**config.mk**
```make
export PLATFORM = sky130hd
export DESIGN_NAME = rr_mux_arbiter_4
export DESIGN_NICKNAME = d
export VERILOG_FILES = /design/src/rtl/rr_mux_arbiter_4.sv
export SDC_FILE = /design/constraint.sdc
export NUM_CORES = 1
export LEC_CHECK = 0
export ABC_CLOCK_PERIOD_IN_PS = 2500
export BUFFER_PORTS_ARGS = -buffer_cell sky130_fd_sc_hd__clkbuf_2
export CORE_ASPECT_RATIO = 1.25
export CORE_MARGIN = 10
export CORE_UTILIZATION = 50
export DETAILED_ROUTE_END_ITERATION = 16
export PLACE_DENSITY = 0.79
export SLEW_MARGIN = 20
export SYNTH_ARGS = -nofsm -noshare
export SYNTH_HDL_FRONTEND = slang
export SYNTH_SLANG_ARGS = --single-unit
```
**constraint.sdc**
```tcl
create_clock -name clk -period 2.5 [get_ports clk]
set_clock_uncertainty 0.1 [all_clocks]
set_input_delay 0.25 -clock clk [delete_from_list [all_inputs] [get_ports clk]]
set_output_delay 0.25 -clock clk [all_outputs]
set_load 0.05 [all_outputs]
```
**src/rtl/rr_mux_arbiter_4.sv**
```systemverilog
// Round-robin arbiter owning a shared 4:1 data mux, with a hold limit.
// Ports: clk, rst_n, req[3:0], a/b/c/d[DW], grant[3:0], s1, s0, busy, y[DW].
module rr_mux_arbiter_4 #(
    parameter int DW       = 1,
    parameter int MAX_HOLD = 8
) (
    input  logic          clk,
    input  logic          rst_n,
    input  logic [3:0]    req,
    input  logic [DW-1:0] a,
    input  logic [DW-1:0] b,
    input  logic [DW-1:0] c,
    input  logic [DW-1:0] d,
    output logic [3:0]    grant,
    output logic          s1,
    output logic          s0,
    output logic          busy,
    output logic [DW-1:0] y
);

    localparam int CW = (MAX_HOLD > 1) ? $clog2(MAX_HOLD) : 1;
    localparam logic [CW-1:0] HOLD_MAX = CW'(MAX_HOLD - 1);

    typedef enum logic {
        IDLE,
        GRANT
    } state_t;

    state_t        state_q, state_d;
    logic [1:0]    owner_q, owner_d;
    logic [1:0]    last_q, last_d;
    logic [CW-1:0] hold_q, hold_d;
    logic [3:0]    grant_q, grant_d;
    logic [3:0]    others;
    logic [1:0]    win;

    // First set bit of r scanning from ptr+1, wrapping; ptr itself is last.
    function automatic logic [1:0] rr_pick(input logic [3:0] r,
                                           input logic [1:0] ptr);
        logic [1:0] idx;
        logic [1:0] sel;
        logic       found;
        sel   = ptr;
        found = 1'b0;
        for (int k = 1; k <= 4; k++) begin
            idx = ptr + 2'(k);
            if (!found && r[idx]) begin
                sel   = idx;
                found = 1'b1;
            end
        end
        return sel;
    endfunction

    assign others = req & ~(4'b0001 << owner_q);

    always_comb begin
        state_d = state_q;
        owner_d = owner_q;
        last_d  = last_q;
        hold_d  = hold_q;
        grant_d = grant_q;
        win     = owner_q;
        unique case (state_q)
            IDLE: begin
                if (req != 4'b0000) begin
                    win     = rr_pick(req, last_q);
                    state_d = GRANT;
                    owner_d = win;
                    hold_d  = '0;
                    grant_d = 4'b0001 << win;
                end
            end
            GRANT: begin
                if (req[owner_q]) begin
                    if (hold_q < HOLD_MAX) begin
                        // Counts while alone too, but saturates harmlessly.
                        hold_d = hold_q + 1'b1;
                    end else if (others != 4'b0000) begin
                        win     = rr_pick(others, owner_q);
                        owner_d = win;
                        last_d  = owner_q;
                        hold_d  = '0;
                        grant_d = 4'b0001 << win;
                    end
                end else if (others != 4'b0000) begin
                    win     = rr_pick(others, owner_q);
                    owner_d = win;
                    last_d  = owner_q;
                    hold_d  = '0;
                    grant_d = 4'b0001 << win;
                end else begin
                    // Selects keep their value; y is gated by busy.
                    state_d = IDLE;
                    last_d  = owner_q;
                    hold_d  = '0;
                    grant_d = 4'b0000;
                end
            end
            default: begin
                state_d = IDLE;
                grant_d = 4'b0000;
            end
        endcase
    end

    always_ff @(posedge clk or negedge rst_n) begin
        if (!rst_n) begin
            state_q <= IDLE;
            owner_q <= 2'd0;
            last_q  <= 2'd3;
            hold_q  <= '0;
            grant_q <= 4'b0000;
        end else begin
            state_q <= state_d;
            owner_q <= owner_d;
            last_q  <= last_d;
            hold_q  <= hold_d;
            grant_q <= grant_d;
        end
    end

    assign grant = grant_q;
    assign s1    = owner_q[1];
    assign s0    = owner_q[0];
    assign busy  = (state_q == GRANT);

    always_comb begin
        y = '0;
        if (busy) begin
            unique case (owner_q)
                2'd0:    y = a;
                2'd1:    y = b;
                2'd2:    y = c;
                default: y = d;
            endcase
        end
    end

endmodule
```
## Word-level counts from Yosys, hierarchy flattened

Index checks and enable logic that the tools add are counted.

| cells by class | value |
|---|---|
| add/sub/neg operators | 7 |
| order comparisons | 9 |
| equal/unequal tests | 10 |
| shift-type cells | 4 |
| muxes and demuxes | 98 |
| bitwise gates (word level) | 3 |
| reductions and logical operators | 25 |

Operators by type and width:

| kind | number |
|---|---|
| 2-bit 2-to-1 mux | 28 |
| 1-bit 2-to-1 mux | 47 |
| 2-bit by 3-bit less-than comparator with 1-bit output, second input constant | 8 |
| 4-bit 2-to-1 mux | 5 |
| 1-bit binary-select mux with 2-bit select | 9 |
| 1-bit by 2-bit left shift with 4-bit output, first input constant | 4 |
| 3-bit 2-to-1 mux | 4 |
| 1-bit logical AND | 9 |
| 1-bit logical NOT | 9 |
| 2-bit adder, second input constant | 4 |
| 4-bit case mux with 2 select lines | 1 |
| 4-bit nonzero test | 2 |
| 3-bit by 1-bit != test with 1-bit output, second input constant | 2 |
| 3-bit case mux with 2 select lines | 1 |
| 3-bit AND reduction | 2 |
| 2-bit by 1-bit adder with 2-bit output, second input constant | 2 |
| 4-bit AND | 1 |
| 2-bit != test, second input constant | 2 |
| 4-bit by 2-bit != test with 1-bit output, second input constant | 1 |
| 4-bit inverter | 1 |
| 2-bit case mux with 2 select lines | 1 |
| 4-bit AND reduction | 1 |
| 3-bit by 1-bit adder with 3-bit output, second input constant | 1 |
| 3-bit less-than comparator, second input constant | 1 |
| other kinds (10) | 10 |

| storage, ports and cells | value |
|---|---|
| register bits after elaboration | 12 |
| input port bits | 10 |
| output and inout port bits | 8 |
| logic and storage cells | 161 |

## Longest topological paths before layout

Gate-level depths: netlist (run 1).

| depth | value |
|---|---|
| depth in word-level cells | 36 |
| gate-level depth with buffers | 8 |
| gate-level depth less buffers | 7 |

## Worst setup path before layout (run 1)

No wires, ideal clock.

| path | value |
|---|---|
| kind | register to register |
| from | reg owner_q[1] |
| to | reg grant_q[1] (netlist: grant[1]) |
| library setup time | 101 ps |
| arrival time | 2404 ps |
| required time | 2299 ps |
| path slack | -104 ps |
| cell stages (with the launch flop) | 8 |
| path buffers | 0 |
| period minus slack after synthesis | 2604 ps |
| cells stage by stage | dfrtp_1 -> inv_1 -> ha_1 -> nand2b_1 -> mux4_2 -> o32ai_4 -> xnor2_1 -> o311ai_2 |

| between the ends | value |
|---|---|
| word-level cells in the longest chain between the ends | 36 |
| elaborated cells on any way between the ends | 78 |
| classes of those cells | add/sub: 3; eq/ne: 2; shift: 3; mux: 54; bitwise: 2; reduce/logical: 14 |

RTL lines:

| what | RTL line | RTL |
|---|---|---|
| start: declaration | 30 | `logic [1:0] owner_q, owner_d;` |
| start signal: assignment | 116 | `owner_q <= owner_d;` |
| parallel branches: the longest is 36 deep, another holds 2-bit by 1-bit adder with 2-bit output | -- |  |
| end signal: assignment | 119 | `grant_q <= grant_d;` |
| end: declaration | 33 | `logic [3:0] grant_q, grant_d;` |

Parallel ways; which one is timed is not known. The select of a mux whose other input is x is not followed.
A chain may end at the register's enable or synchronous reset.

## Final worst setup path (run 1)

| path | value |
|---|---|
| from | reg owner_q[1] |
| to | reg grant_q[3] (netlist: grant[3]) |

Same word-level chain as after synthesis.

==> results.txt, run 1 <==
- The biggest area contributor in the post-synthesis netlist is dfrtp_1.
- Sequential-to-total area share from yosys stat: 29.1%
* Post-place setup slack: roughly 120 ps
- For this run, the top clock speed supported by timing is between 400 and 500 MHz.
* Horizontal die dimension: about 61 um
- Overall track demand over capacity in global routing: 12.8%
- In the final routed layout, each cell accounts on average for ~17 um.
- Power density of the placed cells: 1490 nW/um2
* Worst-skew pair later-pin latency: between 200 and 300 ps
* Total length of routed wires: 2700 um
- IR analysis of the VDD net gives a maximum drop of 1.05 mV.
* Final-report setup violation count: 0
* Worst-case register-to-register setup slack: 140 ps
- Aggregate negative setup slack: 0 ps
- Max-cap violations in this run came to 0.
- Pin count of the biggest net entering global routing: 17
- Standard-cell row count: 18
- The endpoint identified for the worst register-to-register timing path is grant[3].
- For this block, the via count after detailed routing is roughly 1000.
- CTS resizes: 0
- At the worst endpoint, the required time is around 2600 ps.
- The number of antenna diodes in the final layout is 0.
- At the worst endpoint, the arrival time is between 2000 and 2500 ps.
- In the routed layout, each cell is associated on average with a via count of approximately 6.4.
* Transition time at the pin with the least slew margin: roughly 680 ps
- With fillers left out, the area of the finished cells amounts to approximately 1200 um2.
* Clock tree buffer depth: 2
- Outcome: complete, no violations
- The die covers between 4000 and 5000 um2.
- Share of synthesized registers carrying an async set or reset: 100%
* Proportion of netlist area held by the largest area contributor: around a quarter
- Maximum fanout along the worst path: 9
* Synthesis warning total: 0
* Instance count of the mapped netlist: roughly 120
- The initial utilization of the core area, before any placement, comes to about 53%.
- Synth area leaders: dfrtp_1, mux4_2, ha_1
* IO Pins: 18
* Routed Antenna Nets: 0
* Synth cell types: 40
- Proportion of layout cells with a drive suffix above 1: 30.3%
- CTS built an H-tree with a depth of 1.
- Routability cong.: 0.894
- The design draws around 0.0018 W.
* Tightest Hold Check Type: input port to asynchronous set/reset pin
- Once placement finished, the instance area stood at 1150 um2.
* CP max stage delay: approximately 510 ps
- The worst setup path is of the flip-flop to flip-flop kind.
- Number of buffer cells added on primary ports: 17
- Wire length of the first global-routing pass: approximately 4500 um
* Initial antenna violation count: 0
* # clock sinks: 12
* CP max-delay cell: mux4_2
- Once layout is complete, the utilization of the core stands at between 60% and 70%.
- Pleak: 0.566 nW
- The worst register-to-register path begins at owner_q[1].
- Clock buffer count from CTS: 3
- Layout Area Growth over Synthesis: 18.0%
- Clock root buffer master: clkbuf_4
* CP Launch Type: flip-flop
* Final worst path period need: around 2400 ps
- Summed over all layers, the global routing overflow is 0.
* Final net count: roughly 160
- The wire-length estimate of the detail-placed layout is 2000 um.
- Final hold viol count: 0
- Final worst-path cycle share: between 90% and 100%
- Endpoint kind of the worst setup timing path: flip-flop
- The floorplan step set the die height to slightly above 70 um.
* Clock tree from TritonCTS: built
* Via count of the first global-routing pass: slightly above 1000
* Minimum setup slack in the final design: between 100 and 150 ps
- Top_reg_cell synth: dfrtp_1
- After detailed routing, the number of remaining DRC violations is 0.
* Max Slew Vio Count: 0
- The floorplan step defined a core boundary enclosing 1980 um2.
- Clk pin slew, worst setup/hold paths: roughly 80 ps
- Cell breakdown of the critical path: inv_1 -> ha_1 -> nand2b_1 -> mux4_2 -> o32ai_4 -> xnor2_1 -> o311ai_2
- Combined area of all synthesized cells: between 1000 and 1500 um2
- Averaged over all synthesized cells, the footprint is a little over 9 um2.
- Yosys mapped a number of flops with a built-in enable equal to 0.
* Detailed-router iteration count before antenna repair: 4
- Number of design-rule violations left by the first detailed-router iteration: between 40 and 50
- The worst register-to-register path has a depth of 7.
* Seq cells post-synth: 12
- Worst slew margin: between 50% and 60%
- Total nets after synthesis: 130
[flip-flops by register name, summed over array words and instances, names as in the netlist]
signal   flops
grant        4
busy         1
last_q       2
hold_q       3
owner_q      2
[how the worst max path moves through the flow]
| stage | start | to | cells past startpoint |
|---|---|---|---|
| after floorplan | owner_q[0] | grant[1] | 8 |
| after global placement | owner_q[0] | grant[3] | 7 |
| after detailed placement | owner_q[0] | grant[3] | 7 |
| after CTS | owner_q[0] | grant[3] | 7 |
| after global routing | owner_q[1] | grant[2] | 7 |
| final | owner_q[1] | grant[3] | 7 |
[stage by stage]
stage,hold WS [ps],cells
finish,296,162
global route,327,162
CTS,306,156
detailed placement,60.7,151
global placement,54.2,151
floorplan,-146,115
[cells by family after synthesis]
logic type | synth area share (%)
buffers and inverters | 3.48
and+or+nand+nor | 23.8
muxes | 9.36
DFF | 29.1
AOI/OAI and AO/OA | 26.7
xor gates and xnor gates | 1.68
adders and majority gates | 6.00
[layer usage]
layer  GRT usage [%]  up-vias  wire, um
li1                -      496         -
met1            15.0      503      1120
met2            20.3       34      1360
met3            2.86        8       136
met4            7.33        0        80
met5               0        -         0
[placed cells by master (no fill, tap or decap), types with 2 or more instances in the layout]
| cell | instances |
|---|---|
| clkbuf_2 | 18 |
| nand2_1 | 14 |
| nor2_1 | 10 |
| o21ai_0 | 9 |
| dfrtp_1 | 8 |
| buf_4 | 7 |
| a21oi_1 | 6 |
| nor2b_1 | 6 |
| ha_1 | 5 |
| nand2b_1 | 4 |
| inv_1 | 3 |
| mux4_2 | 3 |
| mux2i_1 | 3 |
| clkbuf_4 | 3 |
| nor4_1 | 2 |
| or2_2 | 2 |
| xnor2_1 | 2 |
| a22oi_1 | 2 |
| nand3_1 | 2 |
| or4_1 | 2 |
| o311ai_1 | 2 |
| o311ai_2 | 2 |
| and3_1 | 2 |
| nand4b_1 | 2 |
| a21o_1 | 2 |
| dfstp_2 | 2 |
| dfrtp_2 | 2 |
[synth_stat cells (2+ instances only)]
cell and count:
a21o_1 2, xnor2_1 2, clkbuf_1 2, nand3_1 2, or2_2 2, o311ai_2 2
nand2b_1 4, inv_1 3, and3_1 2, dfstp_2 2, nor4_1 2, or4_1 2
nor2_1 10, ha_1 5, o21ai_0 9, nand2_1 14, dfrtp_1 10, mux4_2 3
o311ai_1 2, a22oi_1 2, nand4b_1 2, nor2b_1 6, a21oi_1 6, mux2i_1 3
[critical path: cells and delay by family, from the launching register on]
kind | cells | cell delay (ps)
adders and majority gates | 1 | 250
DFF | 1 | 450
buffers and inverters | 1 | 120
xor gates and xnor gates | 1 | 170
muxes | 1 | 510
AOI/OAI and AO/OA | 2 | 460
and+or+nand+nor | 1 | 210
[cell type report]
class	instances	area [um2]
Fill cell	183	752
Multi-Input combinational cell	96	703
Clock buffer	4	26.3
Sequential cell	12	305
Inverter	4	17.5
Tap cell	20	25.0
Timing Repair Buffer	26	153
[report_power, final]
part	internal, W	switching [W]
clock	0.0000616	0.0000667
sequential	0.000292	0.000109
combinational	0.000534	0.000768
total	0.000888	0.000944
[what timing repair did]
item,in CTS,in global routing
hold buffers,1,0
buffers inserted,0,6
endpoints found under the setup margin,0,4
hold endpoints to repair,10,0
(Power assumes the default switching activity.)
==> run 2: changes to the inputs <==
Settings changed: SETUP_SLACK_MARGIN from default to 0.3.
==> run 2 against run 1 <==
Effect of this change:
- worst setup slack better by 63 ps
- critical path type unchanged
- count of clock-buffer cells in the layout is the same
- critical path depth up 1
- register-to-register slack better by 60 ps
- largest cell class unchanged
- global-route usage rose by 1.8 points
- power is 17% higher
- final cell count rose by 1.9%
- die area unchanged
- via count rose by 2.4%
==> results.txt, run 2 (synthesis gave the netlist of run 1 again) <==
- Clock tree from TritonCTS: built
- The library cell used most frequently in the layout, excluding fill and tap cells, is clkbuf_2.
- The first TritonRoute pass finished after 4 iterations.
- The top cell types in the final layout, fill and taps aside, are clkbuf_2, nand2_1, nor2_1, buf_4, o21ai_0.
* Max Slew Vio Count: 0
- The die covers around 4300 um2.
* Routed Antenna Nets: 0
- Aggregate negative setup slack: 0 ps
* CP max stage delay: between 500 and 600 ps
* # DRC: 0
- Cells with a size suffix above 1 make up 40.7% of the layout.
* Largest delay share family, worst path: compound AO/OA/AOI/OAI gates
* Outcome: complete, no violations
- The initial antenna violation count came to 0.
- After clock tree synthesis, the clock-pin slew on the worst setup and hold paths is approximately 80 ps.
- Setup repair after global routing could not meet its margin everywhere.
* Overall track demand over capacity in global routing: 14.6%
- Clock root buffer master: clkbuf_4
* CP max-delay cell: dfrtp_4
* Multi-input gate area in the final layout: 801 um2
* Number of H-tree levels: 1
- Post-detail-place hpwl: 2120 um
* Antenna diode instance count: 0
- Summing all flip-flop and latch instances after layout gives just over 300 um2.
* CP arrival: 2380 ps
- The first global-routing pass estimated between 5000 and 6000 um of wire.
* Max FFs per register: 4
- Routability cong.: around 0.94
* Number of design-rule violations left by the first detailed-router iteration: ~50
* Minimum setup slack in the final design: slightly above 200 ps
- Once the floorplan was initialized, standard cells occupied a little over half of the core.
- Transition time at the pin with the least slew margin: about 690 ps
* Worst-skew pair later-pin latency: roughly 280 ps
* Bufs and invs on worst path: 2
- For this block, the routed nets add up to 3120 um of wire.
* Standard-cell row count: 18
* Vias per inst: 6.46
- Via count of the first global-routing pass: roughly 1100
* Height of the chip: 71.0 um
* Final hold viol count: 0
- Dividing the detail-routed wire length by the instance count gives ~19 um.
* Post-place setup slack: ~150 ps
- Endpoint kind of the worst setup timing path: flip-flop
- Traced cell by cell, the critical path runs through buf_12 -> ha_4 -> nand2b_4 -> buf_4 -> a22oi_1 -> a21oi_1 -> or2_2 -> o311ai_1.
* Core Box Area: ~2000 um2
- Timing would allow up to 435 MHz.
- After global routing the overflow that remains totals 0.
- Largest voltage drop on the vdd net: ~1.2 mV
- IO Pins: 18
- The critical path is of the flip-flop to flip-flop type.
- The tool flagged a number of max-cap violations equal to 0.
- Final worst path period need: ~2300 ps
- Entering global routing, the biggest net connects 17 pins.
- The area growth from synthesis to layout is 33.5%.
- Vias after detailed routing: 1066
- Data on the critical path is required at its endpoint by approximately 2600 ps.
- Measured along the x axis, the die boundary spans between 60 and 70 um.
- Counting the fill cells in the layout gives 150.
- Of all nets on the critical path, the largest fanout is 5.
- For this design the ratio of total power to cell area is 1550 nW/um2.
- Worst slew margin: a little over half
- For this run, the post-layout net count is roughly 160.
- Clock buffer count from CTS: 3
- The clock passes through at most 2 buffers.
* Final-report setup violation count: 0
- The worst setup path is launched from a flip-flop.
- Port buffering added 17 buffers.
- For this design, the sink count on the clock tree is 12.
- Pleak: slightly above 0.6 nW
- After layout, the worst path uses approximately nine tenths of the clock period.
- The worst hold path belongs to the class input port to asynchronous set/reset pin.
==> run 2: changes by cell type in the layout (fill, tap and decap cells not counted), sizes merged <==
cell    change
buf         +4
clkbuf      -1
==> run 2: area by class of cell <==
type                            count  area share (%)
Inverter                            4            1.62
Sequential cell                    12            22.1
Tap cell                           20            1.80
Clock buffer                        4            2.61
Timing Repair Buffer               29            14.3
Multi-Input combinational cell     96            57.6
==> run 2: through the flow <==
stage	hold slack, ps	total power, W	utilization [%]	instance area, um2	cells
floorplan	-146	0.00148	-	1110	115
global placement	54.1	0.00169	61.2	1210	151
detailed placement	60.9	0.00173	61.2	1210	151
CTS	290	0.00206	68.1	1350	162
global route	322	0.00230	70.2	1390	165
finish	287	0.00215	70.2	1390	165
==> run 2: what timing repair did <==
action | in CTS | in global routing
hold buffers | 1 | 0
setup endpoints to repair | 7 | 7
pin swaps | 4 | 3
buffers inserted | 6 | 3
resized for setup | 6 | 4
endpoints found under the hold margin | 10 | 0
==> run 2: per-layer routing <==
layer	vias up	part of all wire, %	wire length (um)	GRT usage (%)
li1	497	-	-	-
met1	523	39	1230	15.4
met2	40	54	1670	25.1
met3	6	4.8	151	2.14
met4	0	2.2	70	9.54
met5	-	0	0	0
==> run 2: worst paths after layout <==
| path | from | endpoint | slack (ps) | depth (start not counted) |
|---|---|---|---|---|
| setup / recovery | owner_q[1] | grant[2] | 200 | 8 |
| hold reg to reg | grant[1] | grant[1] | 420 | 2 |
| max in group asynchronous | rst_n | last_q[0] | 1720 | 2 |
| hold / removal | rst_n | busy | 290 | 2 |
| setup reg to reg | owner_q[1] | grant[2] | 200 | 8 |
| min in group clk | grant[1] | grant[1] | 420 | 2 |
==> run 2: where the power goes <==
part	internal, W	switching (W)	leakage, nW	total, W
Combinational	0.000712	0.000858	0.453	0.00157
Clock	0.0000888	0.0000756	0.0210	0.000164
Sequential	0.000296	0.000119	0.144	0.000415
==> run 3: changes to the inputs <==
Settings changed: CORE_UTILIZATION 50 to 48, CTS_CLUSTER_SIZE from default to 30, PLACE_DENSITY 0.79 to 0.77, REMOVE_ABC_BUFFERS from default to 1.
==> run 3 against run 2 <==
Effect of this change:
- maximum frequency grew 3.8%
- final area grew 5.0%
- wire length is essentially flat
- sequential power shrank 5.3%
- utilization grew 1.9 points
- worst setup slack gained 84 ps
- critical path type unchanged
- first-iteration DRC count grew 5.9%
- power grew 6.3%
- non-clock buffer count grew 8
==> results.txt, run 3 (synthesis gave the netlist of run 1 again) <==
* CP Launch Type: flip-flop
* Worst hold slack: around 270 ps
* Number of design-rule violations left by the first detailed-router iteration: 54
* Final worst-path cycle share: just under 90%
- The later pin in the worst-skew pair is clocked with a latency of 300 ps.
* Routed Antenna Nets: 0
- The number of global-route vias before repair came to ~1100.
- In the layout the commonest cells are buf_4, clkbuf_2, nand2_1, nor2_1.
- The first global-routing pass estimated ~4800 um of wire.
- Detailed-router iteration count before antenna repair: 4
* Number of buffer cells added on primary ports: 17
- The worst hold path belongs to the class input port to asynchronous set/reset pin.
- The die is between 60 and 70 um wide.
* Core Box Area: around 2000 um2
- Multi-input gate area in the final layout: slightly above 800 um2
* Proportion of layout cells with a drive suffix above 1: roughly 46%
- Number of fill cells: between 150 and 200
- Vias after detailed routing: ~1100
* Most common library cell in the layout ignoring fill and taps: buf_4
* Worst EP required: between 2000 and 3000 ps
- Remaining Overflow, GRT: 0
* Standard-cell row count: 18
- # DRC: 0
- Static timing analysis puts the maximum clock frequency at 452 MHz.
- Initial antenna violation count: 0
- Once the floorplan was initialized, standard cells occupied between 50% and 60% of the core.
- Unrepaired setup endpoints after global routing: true
- Average routed wire per standard cell: about 18 um
* Worst slew margin: approximately half
- Overall track demand over capacity in global routing: between 10 and 15%
- Antenna diode instance count: 0
- For this design the ratio of total power to cell area is 1560 nW/um2.
* Max FFs per register: 4
* CP arrival: 2290 ps
- After detailed routing, the number of vias per cell comes to around 6.3.
- Pin count of the biggest net entering global routing: 17
- Number of H-tree levels: 1
* Routability cong.: just under 0.9
- Across the run, the number of max-cap violations was 0.
- Max Slew Vio Count: 0
- Final worst path period need: 2210 ps
- In the final timing run, aggregate negative setup slack is 0 ps.
- Endpoint kind of the worst setup timing path: flip-flop
* Clk pin slew, worst setup/hold paths: 80 ps
* Clock root buffer master: clkbuf_4
- Final-report setup violation count: 0
- Classification of the worst setup path: flip-flop to flip-flop
- From bottom edge to top edge, the die measures 72.1 um.
- At the pin with the least slew margin, the transition time is around 760 ps.
* Final net count: around 170
- Largest voltage drop on the vdd net: 1.20 mV
- Worst Reg2Reg Path Length in Cells: 8
- Total length of routed wires: 3120 um
- Storage cell area: between 300 and 400 um2
- Counting every sink on the clock net gives 12.
- The final hold violation count came to 0.
* IO Pins: 18
* Layout Area Growth over Synthesis: 40.2%
- Die outline area: 4450 um2
* Post-detail-place hpwl: around 2100 um
- Maximum fanout along the worst path: 5
* Outcome: complete, no violations
* Clock buffer count from CTS: 3
- In this run the static leakage power is ~0.66 nW.
* Clock tree buffer depth: 2
- TritonCTS built the clock tree.
==> run 3: metal layers <==
metal / global-route usage (%) / routed length, um
met5: 0 / 0
met1: 15.3 / 1290
met4: 9.95 / 83
met2: 23.1 / 1560
met3: 2.09 / 184
==> run 3: where the power goes <==
part / leakage (nW) / internal [W] / switching (W) / total [W]
Combinational: 0.496 / 0.000802 / 0.000922 / 0.00172
Sequential: 0.145 / 0.000290 / 0.000102 / 0.000393
Clock: 0.0210 / 0.0000890 / 0.0000792 / 0.000168
==> run 3: area by class of cell <==
cell class                      count  share of cell area, %
Tap cell                           20                   1.71
Sequential cell                    12                   20.8
Inverter                            4                   1.37
Clock buffer                        4                   2.48
Multi-Input combinational cell     96                   56.4
Timing Repair Buffer               37                   17.2
==> run 3: worst paths after layout <==
check / startpoint / endpoint / slack [ps]
max in group asynchronous: rst_n / last_q[1] / 1730
worst min register to register: grant[0] / grant[0] / 410
worst min-delay path: rst_n / hold_q[1] / 270
worst max-delay path: owner_q[1] / owner_q[0] / 290
min in group clk: grant[0] / grant[0] / 410
worst max register to register: owner_q[1] / owner_q[0] / 290
==> run 3: worst max-delay path, cell delays in order (launching register included) <==
cell,delay [ps]
dfrtp_1,410
inv_2,100
ha_2,220
nand2b_4,170
mux4_2,500
o32ai_4,210
buf_4,180
a21boi_2,50
a2bb2oi_2,150
==> run 3: timing repair <==
item / CTS / global route
pin swaps: 6 / 6
endpoints found under the hold margin: 10 / 0
buffers inserted: 6 / 9
resized for setup: 16 / 14
hold buffers: 1 / 0
endpoints found under the setup margin: 5 / 7
==> run 3: per-stage QoR <==
| stage | worst slack (ps) | power (W) | util, % | area, um2 | instances |
|---|---|---|---|---|---|
| 5_1_grt | 209 | 0.00243 | 72.1 | 1460 | 173 |
| 6_report | 287 | 0.00229 | 72.1 | 1460 | 173 |
| 3_3_place_gp | 275 | 0.00161 | 57.4 | 1160 | 153 |
| 4_1_cts | 277 | 0.00199 | 66.0 | 1340 | 164 |
| 2_1_floorplan | -107 | 0.00137 | - | 1020 | 112 |
| 3_5_place_dp | 163 | 0.00164 | 57.4 | 1160 | 153 |
